## src/rtl/output_stream_buffer.sv

```systemverilog
// Output pixel FIFO between the convolution controller and the off-chip stream.
// First-word-fall-through circular buffer with stall, sticky overflow and end-of-layer done.
module output_stream_buffer #(
  parameter int ACC_WIDTH    = 32,
  parameter int COORD_WIDTH  = 32,
  parameter int DEPTH        = 4,
  parameter int STALL_MARGIN = 1
) (
  input  logic                     clk,
  input  logic                     arst_n_in,
  input  logic                     clear,
  input  logic                     in_valid,
  input  logic [ACC_WIDTH-1:0]     in_data,
  input  logic [COORD_WIDTH-1:0]   in_x,
  input  logic [COORD_WIDTH-1:0]   in_y,
  input  logic [COORD_WIDTH-1:0]   in_ch,
  input  logic                     in_last,
  output logic                     stall,
  output logic                     out_valid,
  input  logic                     out_ready,
  output logic [ACC_WIDTH-1:0]     out_data,
  output logic [COORD_WIDTH-1:0]   out_x,
  output logic [COORD_WIDTH-1:0]   out_y,
  output logic [COORD_WIDTH-1:0]   out_ch,
  output logic                     out_last,
  output logic [$clog2(DEPTH):0]   level,
  output logic                     overflow,
  output logic                     done
);

  localparam int PW = $clog2(DEPTH);
  localparam int LW = PW + 1;
  localparam logic [LW-1:0] DEPTH_L  = LW'(DEPTH);
  localparam logic [LW-1:0] MARGIN_L = LW'(STALL_MARGIN);

  typedef enum logic {ST_STREAM, ST_DONE} state_e;

  typedef struct packed {
    logic [ACC_WIDTH-1:0]   data;
    logic [COORD_WIDTH-1:0] x;
    logic [COORD_WIDTH-1:0] y;
    logic [COORD_WIDTH-1:0] ch;
    logic                   last;
  } entry_t;

  entry_t         mem_q [DEPTH];
  entry_t         head;
  entry_t         in_entry;
  logic [PW-1:0]  wr_ptr_q, wr_ptr_d;
  logic [PW-1:0]  rd_ptr_q, rd_ptr_d;
  logic [LW-1:0]  level_q, level_d;
  logic           overflow_q, overflow_d;
  state_e         state_q, state_d;
  logic           full, push, pop, wr_en;

  always_comb begin
    in_entry = '{data: in_data, x: in_x, y: in_y, ch: in_ch, last: in_last};
    head     = mem_q[rd_ptr_q];
  end

  // A full FIFO still accepts a push when the head leaves on the same edge.
  always_comb begin
    // NOTE: every signal gets a default first so no path leaves it unassigned (no latches).
    full       = (level_q == DEPTH_L);
    pop        = out_valid && out_ready;
    push       = in_valid && (!full || pop);
    wr_en      = push && !clear;
    wr_ptr_d   = wr_ptr_q;
    rd_ptr_d   = rd_ptr_q;
    level_d    = level_q;
    overflow_d = overflow_q;
    state_d    = state_q;
    if (clear) begin
      wr_ptr_d   = '0;
      rd_ptr_d   = '0;
      level_d    = '0;
      overflow_d = 1'b0;
      state_d    = ST_STREAM;
    end else begin
      if (push) wr_ptr_d = wr_ptr_q + PW'(1);
      if (pop)  rd_ptr_d = rd_ptr_q + PW'(1);
      if (push && !pop)      level_d = level_q + LW'(1);
      else if (pop && !push) level_d = level_q - LW'(1);
      if (in_valid && !push) overflow_d = 1'b1;
      if (pop && head.last)  state_d = ST_DONE;
    end
  end

  // NOTE: sequential state uses non-blocking assignments so all flops sample pre-edge values.
  always_ff @(posedge clk or negedge arst_n_in) begin
    if (!arst_n_in) begin
      wr_ptr_q   <= '0;
      rd_ptr_q   <= '0;
      level_q    <= '0;
      overflow_q <= 1'b0;
      state_q    <= ST_STREAM;
    end else begin
      wr_ptr_q   <= wr_ptr_d;
      rd_ptr_q   <= rd_ptr_d;
      level_q    <= level_d;
      overflow_q <= overflow_d;
      state_q    <= state_d;
    end
  end

  // NOTE: storage is reset so the FWFT head reads zero out of reset; the array is small enough to afford it.
  always_ff @(posedge clk or negedge arst_n_in) begin
    if (!arst_n_in) begin
      for (int i = 0; i < DEPTH; i++) mem_q[i] <= '0;
    end else if (wr_en) begin
      mem_q[wr_ptr_q] <= in_entry;
    end
  end

  always_comb begin
    out_valid = (level_q != '0);
    stall     = ((DEPTH_L - level_q) <= MARGIN_L);
    level     = level_q;
    overflow  = overflow_q;
    done      = (state_q == ST_DONE);
    out_data  = head.data;
    out_x     = head.x;
    out_y     = head.y;
    out_ch    = head.ch;
    out_last  = head.last;
  end

endmodule

```

## config.mk

```make
export PLATFORM = sky130hd
export DESIGN_NAME = output_stream_buffer
export DESIGN_NICKNAME = d
export VERILOG_FILES = /design/src/rtl/output_stream_buffer.sv
export SDC_FILE = /design/constraint.sdc
export NUM_CORES = 1
export LEC_CHECK = 0
export CORE_ASPECT_RATIO = 0.6
export CORE_UTILIZATION = 55
export CTS_CLUSTER_DIAMETER = 150
export DETAILED_ROUTE_END_ITERATION = 10
export PLACE_DENSITY = 0.78
export SLEW_MARGIN = 15
export SYNTH_ARGS = -nofsm -noshare
export SYNTH_HDL_FRONTEND = slang
export SYNTH_SLANG_ARGS = --single-unit
```

## constraint.sdc

```tcl
create_clock -name clk -period 3.4 [get_ports clk]
set_clock_uncertainty 0.1 [all_clocks]
set_input_delay 0.34 -clock clk [delete_from_list [all_inputs] [get_ports clk]]
set_output_delay 0.34 -clock clk [all_outputs]
set_load 0.05 [all_outputs]
```

# Word-level counts from Yosys, hierarchy flattened
# Cells that the tools add are included.
[totals] out_inout_bits=136 in_bits=134 ff_bits=525 elab_cells=73
[op_classes] reduce_logical=19 bitwise=2 add_sub_neg=5 n_mux=17 n_eq_ne=1 magnitude_cmp=4
[ops] operator="$bwmux W516" count=1
[ops] operator="$mux W129" count=3
[ops] operator="$bmux W129 S2" count=1
[ops] operator="$demux W129 S2" count=1
[ops] operator="$mux W3" count=3
[ops] operator="$logic_and A1 B1 Y1" count=8
[ops] operator="$mux W2" count=4
[ops] operator="$reduce_bool A2 Y1" count=4
[ops] operator="$ge A3 B3 Y1 const B" count=2
[ops] operator="$not A2 Y3" count=2
[ops] operator="$reduce_bool A3 Y1" count=2
[ops] operator="$add A2 B1 Y2 const B" count=2
[ops] operator="$logic_not A1 Y1" count=4
[ops] operator="$mux W1" count=4
[ops] operator="$add A3 B1 Y3 const B" count=1
[ops] operator="$eq A3 B3 Y1 const B" count=1
[ops] operator="$le A3 B1 Y1 const B" count=1
[ops] operator="$lt A3 B1 Y1 const B" count=1
[ops] operator="$sub A3 B1 Y3 const B" count=1
[ops] operator="$sub A3 B3 Y3 const A" count=1
[ops] operator="$logic_or A1 B1 Y1" count=1

# Longest topological paths before layout
[logic_depth] ltp_word=9 depth_mapped=10 mapped_depth_nobuf=9

# Worst setup path after synthesis
# Ideal clock, no wire load.
[synth_timing] path_type="register -> register" startpoint="register level_q[0], in the netlist level[0]" endpoint="register mem_q[273] in the netlist's numbering" path_slack_ps=638 stages_incl_launch_ff=10 arrival_time_ps=2536 path_buffers=3 synth_period_minus_slack_ps=2762 required_ps=3175 setup_ps=125 cell_sequence="dfrtp_1 inv_1 ha_1 ha_1 nand2b_4 buf_6 a211oi_4 buf_12 buf_12 mux2_4"
[synth_via] elab_chain_cells=5 word_cells_on_any_way=7 classes_between="eq/ne (1); reduce/logical (6)"
[synth_lines] item="start, declared" line="51" rtl="logic [LW-1:0] level_q, level_d;"
[synth_lines] item="start signal, assigned" line="100" rtl="level_q <= level_d;"
[synth_lines] item="$eq A3 B3 Y1 or $reduce_bool A3 Y1 (tied branches)" line="64, 116"
[synth_lines] item="$logic_not A1 Y1 or $logic_and A1 B1 Y1 (tied branches)" line="66, 65"
[synth_lines] item="$logic_or A1 B1 Y1 *" line="66" rtl="push = in_valid && (!full || pop);"
[synth_lines] item="$logic_and A1 B1 Y1 *" line="66"
[synth_lines] item="$logic_and A1 B1 Y1 *" line="67" rtl="wr_en = push && !clear;"
[synth_lines] item="end signal, assigned by index" line="111" rtl="mem_q[wr_ptr_q] <= in_entry;"
[synth_lines] item="end, declared" line="46" rtl="entry_t mem_q [DEPTH];"
# Every way passes the cells marked *; elsewhere a longest branch is shown, timed or not.
# A chain may end at the register's enable or synchronous reset.

# Worst setup path in the final report
[layout_timing] startpoint="register rd_ptr_q[0]" endpoint="output port out_y[6]"
[layout_via] elab_chain_cells=4
[layout_lines] item="start, declared" line="50" rtl="logic [PW-1:0] rd_ptr_q, rd_ptr_d;"
[layout_lines] item="start signal, assigned" line="99" rtl="rd_ptr_q <= rd_ptr_d;"
[layout_lines] item="$not A2 Y3 (not written as such)" line="58" rtl="head = mem_q[rd_ptr_q];"
[layout_lines] item="$bmux W129 S2" line="58"
[layout_lines] item="$mux W129 (not written as such) (2 in a row)" line="58"
[layout_lines] item="end, declared" line="23" rtl="output logic [COORD_WIDTH-1:0] out_y,"
# Every way passes these cells. The select of a mux whose other input is x is not followed.

==> results.ini <==
[cells_and_area]
area_growth_pct=19.7
num-fill-cells=2875
nets=1725
drive_above_1_share_pct=49.8
layout.cells.non_filler=2184

[detailed_routing]
drt-vias-per-instance=5.72
drt_wl_total_um=49100
wl_per_cell_um=22.5
vias=12500
drcViolationCount=0
first_pass_iters=4
drtIter0Drc=722
ant_nets=0

[yosys]
synth_xor_xnor_area_share_pct=0.0747
yosysTopAreaCell=dfrtp_1
synth_top_area_share_pct=56.1
synth_ff_type=dfrtp_1
synthSimpleGateAreaFrac_pct=0.667
synth-compound-area-share_pct=0.416
synth_nets=1461
synth_top_family_by_area=multiplexers
synth_area_per_cell_um2=17.8
synthAdderAreaFrac_pct=0.513
netlist_area_um2=23400
synth_top_cells_by_count=dfrtp_1 (525), mux2_2 (418), mux4_2 (129), mux2_4 (100), buf_4 (24)
synth_warnings=0
synth_edf_count=0
synth_cell_type_count=35
synth-async-reset-ratio_pct=100
synth_cells=1318
synth.most_common_cell=dfrtp_1
ys_top_cells_by_area=dfrtp_1 (56%), mux2_2 (20%), mux4_2 (12%)
ys_seq_area_share_pct=56.1
synth_seq_cells=525
synth.mux.area_fraction_pct=39.0

[global_route]
grt_usage_pct=23.4
gr-total-overflow=0
antenna_found_initial=3
first_global_vias=13700
grt_first_pass_wirelength_um=79600
grt_max_degree=87

[setup_path]
critical_path_class=register to output port
path_max_fanout=17
worstPathArrival_ps=2820
path_delay_family=buffers and inverters
critical-path-max-stage-delay_ps=730
crit_path_start_kind=register
cp_slowest_cell=clkdlybuf4s50_1
cp-end-kind=output port
critPathRequiredTime_ps=2960
path_cells=buf_4 > mux4_2 > clkdlybuf4s50_1
cp_num_buf_inv=2

[placement]
io_buffers=269
place_hpwl_um=30500
dpl.cell_count=2101
gp_congestion=0.791
place_ws_ps=674

[power]
power.switching_mw=11.6
ir_drop_mv=0.609
clkPwrFrac_pct=17.9
p_int_mw=19.1
seqPwrFrac_pct=34.8
p_comb_share_pct=47.3
p_leak_nw=12.0
netSwitchingFraction_pct=37.8
power_density_nw_per_um2=1090
power.total_mw=30.7

[clocking]
clock_latency_ps=550
root_buffer=clkbuf_16
path_clk_slew_ps=70
clock_path_buffers=3
numCtsBuffers=48
tritoncts=yes
cts_setup_buffers=0
cts.sinks=525
h-tree-depth=2

[floorplanning]
core-area_um2=41900
dieArea_um2=43500
ios=270
rows=58
die_height_um=162
die_width_um=268
start_util_pct=55.9

[sta]
tightest_slew_ps=651
finalMaxSlewViolations=0
setup_viol=0
tns_ps=0
fin_crit_ps=3260
rsz0062_at_grt=false
fmax_mhz=307
period_share_pct=95.8
relSlewSlack_pct=56.5
worst_slack_ps=144
final_hold_viol_count=0

[outcome]
status=completed

[run]
drv_cap=0

[worst_hold_path]
hp-class=input pin to async pin

-- per-stage QoR --
stage | instance area [um^2] | hold WS [ps] | util (%)
after CTS | 28000 | 252 | 66.8
after global routing | 28000 | 267 | 66.9
after detailed placement | 26400 | 255 | 63.0
after floorplan | 23400 | -55.6 | -
after global placement | 26400 | 259 | 63.0
final | 28000 | 234 | 66.9
-- cell families after synthesis --
kind of cell	count (synthesis)
buffers and inverters	94
adder cells (fa/ha/maj)	9
multiplexers	650
XOR/XNOR	2
flip-flops	525
AO/OA/AOI/OAI	10
AND/OR/NAND/NOR	28
-- area by class of cell --
class	instances	area [um^2]	area share, %
Sequential cell	525	13100	46.9
Multi-Input combinational cell	699	9550	34.1
Timing Repair Buffer	302	3020	10.8
Clock buffer	71	1410	5.02
Tap cell	570	713	2.54
Clock inverter	10	175	0.625
Inverter	6	22.5	0.0803
Antenna cell	1	2.50	0.00892
-- final timing paths --
check,startpoint,to,slack [ps],cells past startpoint
min,arst_n_in,mem_q[356],230,2
max in group asynchronous,arst_n_in,mem_q[140],1830,3
max reg2reg,level[0],mem_q[354],640,7
max,rd_ptr_q[0],out_y[6],140,3
min in group clk,in_data[30],mem_q[385],380,2
min reg2reg,mem_q[141],mem_q[141],400,1
-- sequential cells by signal, summed over array words and instances (netlist names) --
| name | cells |
|---|---|
| done | 1 |
| rd_ptr_q | 2 |
| mem_q | 516 |
| wr_ptr_q | 2 |
| overflow | 1 |
| level | 3 |
-- worst reg2reg max path, stage by stage (launching register included) --
cell	delay [ps]
dfrtp_1	420
inv_1	120
ha_1	240
ha_1	240
nand2b_4	240
a211oi_4	370
buf_12	490
mux2_2	440
-- layer usage --
metal / track usage (%) / share of wire, % / vias to the layer above / wire length [um]
met2: 37.0 / 48 / 221 / 23700
met1: 33.9 / 46 / 6782 / 22400
met4: 4.39 / 1.2 / 2 / 587
li1: - / - / 5434 / -
met3: 5.11 / 4.8 / 46 / 2380
met5: 0 / 0.026 / - / 13
-- power by group through the flow --
stage	Combinational [mW]	Sequential [mW]	Clock, mW
floorplan	10.9	10.2	0
global placement	14.4	10.6	0
detailed placement	14.6	10.7	0
CTS	14.7	10.7	5.64
global route	15.2	11.1	5.91
finish	14.5	10.7	5.50
-- cells in the final DEF, fill, tap and decap left out, types with 2 or more instances in the layout --
cell type and instances:
nand2b_1 3, a211oi_4 2, clkinv_2 5, clkbuf_16 49
ha_1 8, inv_1 6, mux2_4 100, nor2_1 11
buf_12 15, dfrtp_1 523, bufinv_16 5, a21oi_1 2
nor3b_1 2, a21oi_4 2, clkdlybuf4s50_1 219, clkbuf_1 12
nand3b_1 3, clkbuf_8 10, dfrtp_4 2, mux4_2 129
dlymetal6s2s_1 2, nor2b_1 2, mux2_2 418, nand2_1 2
mux2i_1 2, buf_4 64
-- what timing repair did --
item,CTS,global route
setup endpoints to repair,0,2
hold endpoints to repair,59,0
hold buffers,1,0
gates resized for setup,0,2
Note: power is estimated with default switching activity, not from simulation.
==> variant 1, RTL diff (config.mk and constraints unchanged) <==
Make the reset (`arst_n_in`) synchronous in 2 clocked blocks.
--- a/src/rtl/output_stream_buffer.sv
+++ b/src/rtl/output_stream_buffer.sv
@@ -87,7 +87,7 @@
   end
 
   // NOTE: sequential state uses non-blocking assignments so all flops sample pre-edge values.
-  always_ff @(posedge clk or negedge arst_n_in) begin
+  always_ff @(posedge clk) begin
     if (!arst_n_in) begin
       wr_ptr_q   <= '0;
       rd_ptr_q   <= '0;
@@ -104,7 +104,7 @@
   end
 
   // NOTE: storage is reset so the FWFT head reads zero out of reset; the array is small enough to afford it.
-  always_ff @(posedge clk or negedge arst_n_in) begin
+  always_ff @(posedge clk) begin
     if (!arst_n_in) begin
       for (int i = 0; i < DEPTH; i++) mem_q[i] <= '0;
     end else if (wr_en) begin
Behaviour: differs if arst_n_in is asserted again (counterexample within 4 cycles, from zero or initial values and one cycle with arst_n_in low); with arst_n_in held inactive, the same outputs for 4 cycles.
==> variant 1 against the unedited design <==
- critical endpoint is now out_ch[3]
- critical path type unchanged
- highest routed layer unchanged
- first-iteration DRC count grew 12%
- global-route usage grew 0.089 points
- synthesized cell count shrank 0.76%
- final area shrank 1.9%
- sequential cell count grew 2
- synthesized area shrank 3.6%
- setup slack lost 0.016 ns
- count of clock-buffer cells in the layout shrank 15
- routed wire length shrank 1.8%
Power is not compared: it rests on default switching activity, and its combinational part moved more than twofold at a synthesized area within 25%.
==> variant 1: results (changes against the unedited design) <==
Synth top cells by count=and2_1, edfxtp_1, mux4_2, clkbuf_1, clkbuf_2; DR vias=11920 (-4.5%); multiplexer share of the synthesized area=12.9% (-26 points); R2R Setup Slk=0.70 ns (+0.06 ns); worst setup path endpoint=out_ch[3]; ys async rst share=0% (-100 points); Final period util=96.2% (+0.48 points); Seq pwr share=52.1%; count of port buffers added during placement=269 (unchanged); pre-CTS setup slack=0.646 ns (-0.0281 ns); dpl cell area=26100 µm² (-1.5%); HPWL Detailed=26800 µm (-12%); largest net degree at the start of global routing=130 (+49%); via count of the first global-routing pass=12693 (-7.5%); antenna violations before repair=6 (+3); Hold WS=0.400 ns (+0.166 ns); hold crit path type=input pin to register; WP data arrival=2.83 ns (about the same); total wire length=48200 µm (-1.8%); GRT Resource Usage Total=23.5% (+0.089 points); DR iter-0 viols=812 (+12%); FF-to-FF End=mem_q[0][98]; RD Place Congestion=0.751 (-5.1%); outcome=complete, no violations; Non-Filler Instances=2128 (-2.6%); Synth Area in Adders=0.366% (-0.15 points); share of layout cells above drive strength 1=14.4% (-35 points); syn nets=1448 (-0.89%); Final nets=1704 (-1.2%); reg2reg start=level[0]; reg2reg path depth=9 (+2); global-route wire length before repair=74600 µm (-6.2%); syn_area_per_cell=17.3 µm² (-2.9%); Cells after DPL=2046 (-2.6%); Post-synth EDFFs=516 (+516); predominant post-synthesis flop cell=edfxtp_1; Compound-Gate Fraction of Synth Area=0.294% (-0.12 points); first-pass iteration count of the detailed router=5 (+1); Max-slew headroom=57.8% (+1.3 points); cts bufs inserted=47 (-2.1%); top cells by area, synth=edfxtp_1, and2_1, mux4_2; sequential area share after synthesis=69.6% (+14 points); Post-Synth XOR/XNOR Area=0.233% (+0.16 points); FILL cells=2625 (-8.7%)
-- variant 1: cell count changes after synthesis, moves of 7 or more --
cell      delta
buf_4       -23
mux2_2     -418
dfxtp_1     +11
buf_6       -14
edfxtp_1   +516
buf_1        -7
buf_12      -11
buf_2        -7
mux2_4     -100
clkbuf_2    +20
clkbuf_1    +39
dfrtp_1    -525
and2_1     +515
-- variant 1: area by class of cell --
type | count | area, µm² | share of cell area (%)
Sequential cell | 527 | 15700 | 57.2
Multi-Input combinational cell | 688 | 6540 | 23.8
Timing Repair Buffer | 292 | 3090 | 11.2
Clock buffer | 56 | 1210 | 4.40
Tap cell | 531 | 664 | 2.42
Clock inverter | 22 | 233 | 0.846
Inverter | 8 | 30.0 | 0.109
Antenna cell | 4 | 10.0 | 0.0364
-- variant 1: metal layers --
layer	GRT usage [%]	routed length [µm]
met2	39.5	24100
met1	32.0	19900
met5	0	13
met3	4.38	3020
met4	6.09	1120
==> variant 2, RTL diff (config.mk and constraints unchanged) <==
Without the edit above. The parameter `DEPTH` goes from 4 to 8.
--- a/src/rtl/output_stream_buffer.sv
+++ b/src/rtl/output_stream_buffer.sv
@@ -3,7 +3,7 @@
 module output_stream_buffer #(
   parameter int ACC_WIDTH    = 32,
   parameter int COORD_WIDTH  = 32,
-  parameter int DEPTH        = 4,
+  parameter int DEPTH        = 8,
   parameter int STALL_MARGIN = 1
 ) (
   input  logic                     clk,
Interface: changed (resized level); port bits go from 270 to 271. No check against the original RTL was run, so the function may have changed too.
==> variant 2 against the unedited design <==
- sequential cell count up 519
- synthesized area is 100% higher
- final area grew 93%
- first-iteration DRC count is 67% higher
- critical path type unchanged
- routed wire length grew 120%
- worst hold slack worse by 0.10 ns
- setup slack worse by 0.066 ns
- sequential share of layout area increased by 1.3 points
- power rose by 50%
- sequential power is 61% higher
- global-route usage grew 2.3 points
- register-to-register slack got worse by 0.17 ns
==> variant 2: results (changes against the unedited design) <==
outcome=complete, no violations; WP data arrival=2.88 ns (+0.06 ns); max reg flops=1032 (+100%); DR iter-0 viols=1203 (+67%); #MultiIn Comb=1487 (+110%); Non-Filler Instances=4218 (+93%); multiplexer share of the synthesized area=40.3% (+1.2 points); met3 WL=4250 µm (+79%); NonClk Buf Share=7.48% (-3.3 points); cts bufs inserted=95 (+98%); pre-CTS setup slack=0.290 ns (-0.384 ns); number of sequential cells=1044 (+99%); top cells by area, synth=dfrtp_1, mux2_2, mux4_2; Seq area share=48.2% (+1.3 points); Cells after DPL=4036 (+92%); met2 Use GR=42.6% (+5.6 points); total wire length=108000 µm (+120%); critical path's slowest cell=dfrtp_4; via count of the first global-routing pass=28713 (+110%); sequential area share after synthesis=55.6% (-0.41 points); # resized after CTS=19 (+19); global-route wire length before repair=171000 µm (+120%); HPWL Detailed=65200 µm (+110%); Worst IR Drop VDD=0.598 mV (-1.8%); inverter count=5 (-1); Max-slew headroom=45.0% (-12 points); latest clock arrival within the worst-skew pair=0.68 ns (+0.13 ns); dpl cell area=50900 µm² (+92%); Compound-Gate Fraction of Synth Area=0.253% (-0.16 points); multi-input combinational area share=35.9% (+1.8 points); Synth top cells by count=mux2_2, dfrtp_1, mux4_2, buf_6, buf_2; Top delay family on crit path=multiplexers; H-tree depth=3 (+1); GRT Resource Usage Total=25.7% (+2.3 points); RD Place Congestion=0.797 (+0.70%); first-pass iteration count of the detailed router=5 (+1); WL met1=46600 µm (+110%); share of layout cells above drive strength 1=58.3% (+8.5 points); Post-Syn Instances=2726 (+110%); FILL cells=5735 (+99%); clk tree area frac=5.81% (+0.16 points); bufs w/o clock=373 (+24%)
[variant 2: final timing paths]
path / startpoint / end / slack [ns] / depth (start not counted)
worst max-delay path: rd_ptr_q[1] / out_data[5] / 0.08 / 4
worst min-delay path: arst_n_in / mem_q[154] / 0.13 / 2
worst max register to register: level[1] / level[3] / 0.47 / 7
worst min register to register: mem_q[631] / mem_q[631] / 0.40 / 1
max in group asynchronous: arst_n_in / mem_q[108] / 1.81 / 4
min in group clk: in_data[16] / mem_q[113] / 0.36 / 2
[variant 2: kinds of logic after synthesis]
| kind of cell | count (synthesis) |
|---|---|
| AND/OR/NAND/NOR | 38 |
| AO/OA/AOI/OAI | 16 |
| adder cells (fa/ha/maj) | 5 |
| buffers and inverters | 195 |
| XOR/XNOR | 7 |
| flip-flops | 1044 |
| multiplexers | 1421 |
[variant 2: power breakdown]
group / switching [W] / internal (W)
logic: 0.00969 / 0.00827
registers: 0.00169 / 0.0155
clock network: 0.00478 / 0.00624
total: 0.0162 / 0.0300
